--- config.mk ---
export PLATFORM = sky130hd
export DESIGN_NAME = btn_conditioner
export DESIGN_NICKNAME = d
export VERILOG_FILES = /design/src/rtl/btn_cond_pkg.sv /design/src/rtl/btn_channel.sv /design/src/rtl/btn_conditioner.sv
export SDC_FILE = /design/constraint.sdc
export NUM_CORES = 1
export LEC_CHECK = 0
export CORE_ASPECT_RATIO = 0.8
export CORE_MARGIN = 2
export CORE_UTILIZATION = 30
export CTS_BUF_LIST = sky130_fd_sc_hd__clkbuf_8
export DETAILED_ROUTE_END_ITERATION = 8
export PLACE_DENSITY = 0.41
export SLEW_MARGIN = 30
export SYNTH_ARGS = -nofsm -noshare
export SYNTH_HDL_FRONTEND = slang
export SYNTH_SLANG_ARGS = --single-unit
--- constraint.sdc ---
create_clock -name clk -period 6.9 [get_ports clk]
set_input_delay 1.38 -clock clk [delete_from_list [all_inputs] [get_ports clk]]
set_output_delay 1.38 -clock clk [all_outputs]
set_load 0.01 [all_outputs]
--- src/rtl/btn_cond_pkg.sv ---
// rtl/btn_cond_pkg.sv - shared repeat-FSM encodings and default timing for the button conditioner
package btn_cond_pkg;

   typedef enum logic [1:0] {
      ST_REL  = 2'd0,
      ST_WAIT = 2'd1,
      ST_RPT  = 2'd2
   } rpt_state_t;

   localparam int DEF_N_BTN        = 3;
   localparam int DEF_DB_CYCLES    = 1_000_000;
   localparam int DEF_REPEAT_DELAY = 50_000_000;
   localparam int DEF_REPEAT_RATE  = 10_000_000;

   // A count of 1 still needs a one-bit register.
   function automatic int cnt_width(input int n);
      return (n > 1) ? $clog2(n) : 1;
   endfunction

endpackage

--- src/rtl/btn_channel.sv ---
// rtl/btn_channel.sv - one button: 2-flop sync, debounce counter, edge pulses and auto-repeat FSM
module btn_channel
   import btn_cond_pkg::*;
#(
   parameter int DB_CYCLES    = DEF_DB_CYCLES,
   parameter int REPEAT_DELAY = DEF_REPEAT_DELAY,
   parameter int REPEAT_RATE  = DEF_REPEAT_RATE
) (
   input  logic clk,
   input  logic rst,
   input  logic i_raw,
   output logic o_level,
   output logic o_press,
   output logic o_release,
   output logic o_repeat
);

   localparam int DW   = cnt_width(DB_CYCLES);
   localparam int TMAX = (REPEAT_DELAY > REPEAT_RATE) ? REPEAT_DELAY : REPEAT_RATE;
   localparam int TW   = cnt_width(TMAX);

   localparam logic [DW-1:0] DB_LAST    = DW'(DB_CYCLES - 1);
   localparam logic [TW-1:0] DELAY_LAST = TW'(REPEAT_DELAY - 1);
   localparam logic [TW-1:0] RATE_LAST  = TW'(REPEAT_RATE - 1);

   logic [1:0]    r_sync;
   logic [DW-1:0] r_db_cnt;
   logic          r_level;
   logic          r_press;
   logic          r_release;
   logic          r_repeat;
   logic [TW-1:0] r_timer;
   rpt_state_t    r_state;

   logic w_edge;
   logic w_rise;
   logic w_fall;

   // The debounced level flips on this cycle's edge.
   assign w_edge = (r_sync[1] != r_level) && (r_db_cnt == DB_LAST);
   assign w_rise = w_edge & ~r_level;
   assign w_fall = w_edge &  r_level;

   always_ff @(posedge clk or posedge rst) begin
      if (rst) begin
         r_sync    <= '0;
         r_db_cnt  <= '0;
         r_level   <= 1'b0;
         r_press   <= 1'b0;
         r_release <= 1'b0;
      end else begin
         r_sync    <= {r_sync[0], i_raw};
         r_press   <= w_rise;
         r_release <= w_fall;
         if (r_sync[1] == r_level || w_edge) begin
            r_db_cnt <= '0;
         end else begin
            r_db_cnt <= r_db_cnt + 1'b1;
         end
         if (w_edge) begin
            r_level <= ~r_level;
         end
      end
   end

   always_ff @(posedge clk or posedge rst) begin
      if (rst) begin
         r_state  <= ST_REL;
         r_timer  <= '0;
         r_repeat <= 1'b0;
      end else begin
         r_repeat <= 1'b0;
         if (w_fall) begin
            r_state <= ST_REL;
            r_timer <= '0;
         end else begin
            case (r_state)
               ST_REL: begin
                  r_timer <= '0;
                  if (w_rise) begin
                     r_state  <= ST_WAIT;
                     r_repeat <= 1'b1;
                  end
               end
               ST_WAIT: begin
                  if (r_timer == DELAY_LAST) begin
                     r_state  <= ST_RPT;
                     r_repeat <= 1'b1;
                     r_timer  <= '0;
                  end else begin
                     r_timer <= r_timer + 1'b1;
                  end
               end
               ST_RPT: begin
                  if (r_timer == RATE_LAST) begin
                     r_repeat <= 1'b1;
                     r_timer  <= '0;
                  end else begin
                     r_timer <= r_timer + 1'b1;
                  end
               end
               default: begin
                  r_state <= ST_REL;
                  r_timer <= '0;
               end
            endcase
         end
      end
   end

   assign o_level   = r_level;
   assign o_press   = r_press;
   assign o_release = r_release;
   assign o_repeat  = r_repeat;

endmodule

--- src/rtl/btn_conditioner.sv ---
// rtl/btn_conditioner.sv - N_BTN independent button channels side by side
module btn_conditioner
   import btn_cond_pkg::*;
#(
   parameter int N_BTN        = DEF_N_BTN,
   parameter int DB_CYCLES    = DEF_DB_CYCLES,
   parameter int REPEAT_DELAY = DEF_REPEAT_DELAY,
   parameter int REPEAT_RATE  = DEF_REPEAT_RATE
) (
   input  logic             clk,
   input  logic             rst,
   input  logic [N_BTN-1:0] btn_raw,
   output logic [N_BTN-1:0] btn_level,
   output logic [N_BTN-1:0] btn_press,
   output logic [N_BTN-1:0] btn_release,
   output logic [N_BTN-1:0] btn_repeat
);

   for (genvar g = 0; g < N_BTN; g++) begin : g_ch
      btn_channel #(
         .DB_CYCLES   (DB_CYCLES),
         .REPEAT_DELAY(REPEAT_DELAY),
         .REPEAT_RATE (REPEAT_RATE)
      ) u_ch (
         .clk      (clk),
         .rst      (rst),
         .i_raw    (btn_raw[g]),
         .o_level  (btn_level[g]),
         .o_press  (btn_press[g]),
         .o_release(btn_release[g]),
         .o_repeat (btn_repeat[g])
      );
   end

endmodule

# Word-level counts from Yosys, hierarchy flattened
# Index checks and enable logic that the tools add are counted.
classes:
  n_addsub: 6
  eq_ne: 30
  muxes: 42
  n_bitwise: 9
  n_reduce_logical: 12
op_table:
  columns: ["cell", "n"]
  rows:
  - ["26-bit 2-to-1 mux", 9]
  - ["26-bit one-hot mux with 2 select lines", 3]
  - ["26-bit by 1-bit adder with 26-bit output (second input constant)", 3]
  - ["26-bit by 24-bit == test with 1-bit output (second input constant)", 3]
  - ["26-bit == test (second input constant)", 3]
  - ["20-bit by 1-bit adder with 20-bit output (second input constant)", 3]
  - ["20-bit == test (second input constant)", 3]
  - ["20-bit 2-to-1 mux", 3]
  - ["2-bit 2-to-1 mux", 9]
  - ["3-bit by 1-bit != test with 1-bit output (second input constant)", 6]
  - ["2-bit one-hot mux with 3 select lines", 3]
  - ["1-bit 2-to-1 mux", 12]
  - ["1-bit one-hot mux with 3 select lines", 3]
  - ["3-bit AND reduction", 3]
  - ["1-bit AND", 6]
  - ["2-bit by 1-bit == test with 1-bit output (second input constant)", 3]
  - ["2-bit == test (second input constant)", 3]
  - ["2-bit zero test", 3]
  - ["2-bit by 1-bit != test with 1-bit output (second input constant)", 3]
  - ["1-bit == test", 3]
  - ["1-bit logical AND", 3]
  - ["1-bit logical OR", 3]
  - ["1-bit != test", 3]
  - ["1-bit NOT", 3]
word_totals:
  ff_bits: 162
  inputBits: 5
  output_inout_bits: 12
  elab_cells: 123

# Depth between registers and ports, before layout
logic_depth:
  ltp_word: 6
  ltp_mapped: 8
  ltp_nobuf: 6

# Cells and area by module
# Synthesis repeated with hierarchy kept, for this count alone.
unflattened:
  cells_unflattened: 824
  area_unflattened_um2: 8266.7
by_module_without_submodules:
  columns: ["module", "instances", "cells_per_inst", "area_each_um2", "seq_area_each_um2"]
  rows:
  - ["btn_channel at g_ch[1].u_ch ...", 2, 273, 2741.4, 1351.3]
  - ["btn_channel at g_ch[0].u_ch", 1, 278, 2783.9, 1351.3]

# Worst setup path after synthesis
# OpenSTA, ideal clock, no wires.
synth_timing:
  kind: "reg2reg"
  start: "register g_ch[0].u_ch.r_timer[0]"
  end: "register g_ch[0].u_ch.r_state[1]"
  setup_time_ns: 0.077
  arrival_time_ns: 2.055
  required_ns: 6.823
  setup_slack_ns: 4.768
  path_stages_with_launch: 8
  path_buffers: 1
  period_less_slack_ns: 2.132
  cell_sequence: "dfrtp_1 > ha_1 > and3_2 > buf_6 > nand4_1 > o41a_1 > or4b_1 > a21oi_1"
synth_via:
  elab_chain_cells: 3
synth_lines:
  columns: ["item", "line_no", "source"]
  rows:
  - ["start: declaration", "btn_channel.sv:32", "logic [TW-1:0] r_timer;"]
  - ["start signal: assignment", "btn_channel.sv:91", "r_timer <= r_timer + 1'b1;"]
  - ["start signal: assignment", "btn_channel.sv:99", "r_timer <= r_timer + 1'b1;"]
  - ["26-bit == test", "btn_channel.sv:86", "if (r_timer == DELAY_LAST) begin"]
  - ["3-bit by 1-bit != test with 1-bit output (no source line)", null, null]
  - ["3-bit AND reduction (no source line)", null, null]
  - ["end signal: assignment", "btn_channel.sv:81", "r_state <= ST_WAIT;"]
  - ["end signal: assignment", "btn_channel.sv:87", "r_state <= ST_RPT;"]
  - ["end signal: assignment", "btn_channel.sv:103", "r_state <= ST_REL;"]
  - ["end: declaration", "btn_channel.sv:33", "rpt_state_t r_state;"]
# No other way between the ends.
# A chain may end at the register's enable or synchronous reset.

# Worst setup path after layout
layout_timing:
  start: "register g_ch[0].u_ch.r_level"
  end: "output port btn_level[0]"
layout_lines:
  columns: ["item", "line_no", "source"]
  rows:
  - ["start: declaration", "btn_channel.sv:28", "logic r_level;"]
  - ["start signal: assignment", "btn_channel.sv:61", "r_level <= ~r_level;"]
  - ["end: declaration", "btn_conditioner.sv:13", "output logic [N_BTN-1:0] btn_level,"]
# No word-level cell between the ends.

==> run_results.csv <==
group,metric,value,unit
worst_setup_path,startpoint_type,"flop",
global_route,grt_pass1_wl,28950,um
yosys,yosysSeqAreaShare,49.03,%
clock_tree,cts_max_level,4,
route,drt_iter0_drc,309,
route,wl,16580,um
place,pre_cts_slack,3.709,ns
route,firstDrtPassIters,4,
final_layout,area_growth_syn_to_layout,10.47,%
clock_tree,numCtsBuffers,17,
yosys,yosysMostFrequentCell,"nor2_1",
yosys,yosysTopAreaCell,"dfrtp_1",
yosys,synth_ff_type,"dfrtp_1",
die,fp.dieH,152.5,um
yosys,synth-seq-cells,162,
worst_setup_path,path_delay_family,"buffers and inverters",
final_layout,fin_nets,879,
die,die_w,189.6,um
timing,fin_ws,3.957,ns
timing,tns,0,ns
timing,tightest_slew,0.8898,ns
power_and_ir_drop,total_leakage_power,3.508,nW
power_and_ir_drop,power_density,189.0,nW/um2
global_route,grt_max_degree,66,
place,routabilityCongestion,0.7199,
die,dieArea,28910,um2
timing,period_share,42.65,%
route,viasPerCell,4.626,
place,portBuffers,16,
yosys,synth_common_cells,"nor2_1, dfrtp_1, xnor2_1",
clock_tree,root_buffer,"clkbuf_8",
final_layout,insertedDiodeCount,0,
worst_setup_path,path_class,"flop to output pin",
yosys,ys_types,58,
die,core,27160,um2
clock_tree,post_cts_buffers,0,
yosys,synth.area.top_cells,"dfrtp_1, xnor2_1, nor2_1, xor2_1, ha_1",
clock_tree,clk_pin_slew_worst_paths,0.10,ns
global_route,met1_usage,18.38,%
outcome,status,"finished, final reports clean",
timing,slew_headroom,40.22,%
clock_tree,clock_latency,0.47,ns
yosys,synth_area_per_cell,9.796,um2
worst_setup_path,crit_fanout,7,
yosys,syn_inst,844,
die,fp-row-count,54,
yosys,syn_area,8268,um2
global_route,use_met3,2.626,%
clock_tree,ctsHoldBuffers,0,
die,io_pins,17,
die,initial_core_util,30.44,%
clock_tree,cts_sinks,162,
run,maxCapViolations,0,
yosys,async_flop_share,100.0,%
global_route,antenna_found_initial,0,
power_and_ir_drop,vdd_ir_drop_max,0.1095,mV
worst_setup_path,path_buf_inv,1,
yosys,synth_fp_nets,870,
timing,fmax,339.8,MHz
worst_setup_path,cp.arrival,1.56,ns
route,drc,0,
clock_tree,cts_tree,"yes",
worst_setup_path,crit_chain,"clkdlybuf4s50_1",
worst_setup_path,cp-end-kind,"output pin",
clock_tree,cts_resized,0,
global_route,use_met2,17.81,%
min_path,hold_path.class,"flop to flop",
timing,hold_viol_final,0,
global_route,grt_pass1_vias,5729,
yosys,yosysWarningCount,0,
final_layout,drive_above_1_share,6.697,%
timing,drv_slew,0,
yosys,synth-edff-count,0,
route,vias,5690,
yosys,synth_top_area_share,49.03,%
worst_setup_path,crit_required,5.52,ns
worst_setup_path,cpMaxStageDelayCell,"clkdlybuf4s50_1",
place,hpwl,10970,um
route,antenna_left,0,
global_route,grt_use_total,12.34,%
clock_tree,cts.path.max_buffers,2,
route,wl_per_cell,13.48,um
global_route,grt_overflow,0,
timing,rsz0062_at_grt,"no",
timing,clock_skew,0.01838,ns
timing,setup_viol_count_final,0,
worst_setup_path,slowest_delay,0.59,ns
timing,fin_crit,2.943,ns
global_route,busiest_layer,"met1",
power breakdown:
part / switching, mW / internal, mW
logic: 0.0288 / 0.00871
registers: 0.00517 / 0.955
clock network: 0.392 / 0.337
total: 0.426 / 1.30
metrics by stage:
stage	instances	cell area [um2]	hold slack [ns]	total power, mW	util (%)
floorplan	844	8268	0.3312	1.003	-
global placement	1197	8712	0.3403	1.018	32.08
detailed placement	1197	8712	0.3396	1.018	32.08
CTS	1229	9114	0.3637	1.765	33.55
global route	1230	9134	0.3718	1.805	33.63
finish	1230	9134	0.3601	1.726	33.63
state kept, by name (all words and copies together), names as in the netlist:
signal / flops
g_ch.u_ch.r_sync: 6
g_ch.u_ch.r_timer: 78
g_ch.u_ch.r_db_cnt: 60
g_ch.u_ch.o_release: 3
g_ch.u_ch.o_repeat: 3
g_ch.u_ch.o_level: 3
g_ch.u_ch.o_press: 3
g_ch.u_ch.r_state: 6
final timing paths:
| kind | from | to | slack (ns) | cells after the start |
|---|---|---|---|---|
| hold reg to reg | g_ch[0].u_ch.r_sync[0] | g_ch[0].u_ch.r_sync[1] | 0.36 | 0 |
| setup / recovery | g_ch[0].u_ch.o_level | btn_level[0] | 3.96 | 1 |
| min in group asynchronous | rst | g_ch[2].u_ch.r_db_cnt[8] | 1.32 | 2 |
| setup reg to reg | g_ch[2].u_ch.r_timer[0] | g_ch[2].u_ch.r_timer[12] | 4.00 | 6 |
| hold / removal | g_ch[0].u_ch.r_sync[0] | g_ch[0].u_ch.r_sync[1] | 0.36 | 0 |
| max in group asynchronous | rst | g_ch[0].u_ch.r_timer[13] | 4.56 | 3 |
per-layer routing:
metal	vias up	share of wire [%]
met1	2742	56
li1	2885	-
met3	13	2.3
met2	50	41
met4	0	1.2
met5	-	0
area by class of cell:
cell class / count / area [um2]
repair buffers: 21 / 210.2
clock buffers: 18 / 247.7
well taps: 364 / 455.4
fillers: 2845 / 18030
multi-input cells: 617 / 3880
flip-flops and latches: 162 / 4054
inverters: 34 / 132.6
clock inverters: 14 / 153.9
placed cells by master, fill, tap and decap left out, types with 12 or more instances in the layout:
| cell type | n |
|---|---|
| nor3_1 | 33 |
| clkdlybuf4s50_1 | 16 |
| and3_1 | 13 |
| and4_1 | 18 |
| xnor2_1 | 79 |
| clkbuf_8 | 18 |
| ha_1 | 21 |
| dfrtp_1 | 162 |
| nand3_1 | 48 |
| nor2_1 | 172 |
| nand4_1 | 38 |
| nor4_1 | 12 |
| xor2_1 | 50 |
| nand2_1 | 54 |
| inv_1 | 33 |
cells by family (layout without fill, tap and decap cells):
kind of cell	after synthesis	in the layout	synth area share [%]
xor+xnor	129	129	13.67
flops	162	162	49.03
compound gates	29	29	2.997
fa+ha+maj	21	21	3.178
simple gates	437	437	26.97
buf+inv	65	87	4.040
mux	1	1	0.1211
No activity file was read; power rests on OpenSTA's default activity.
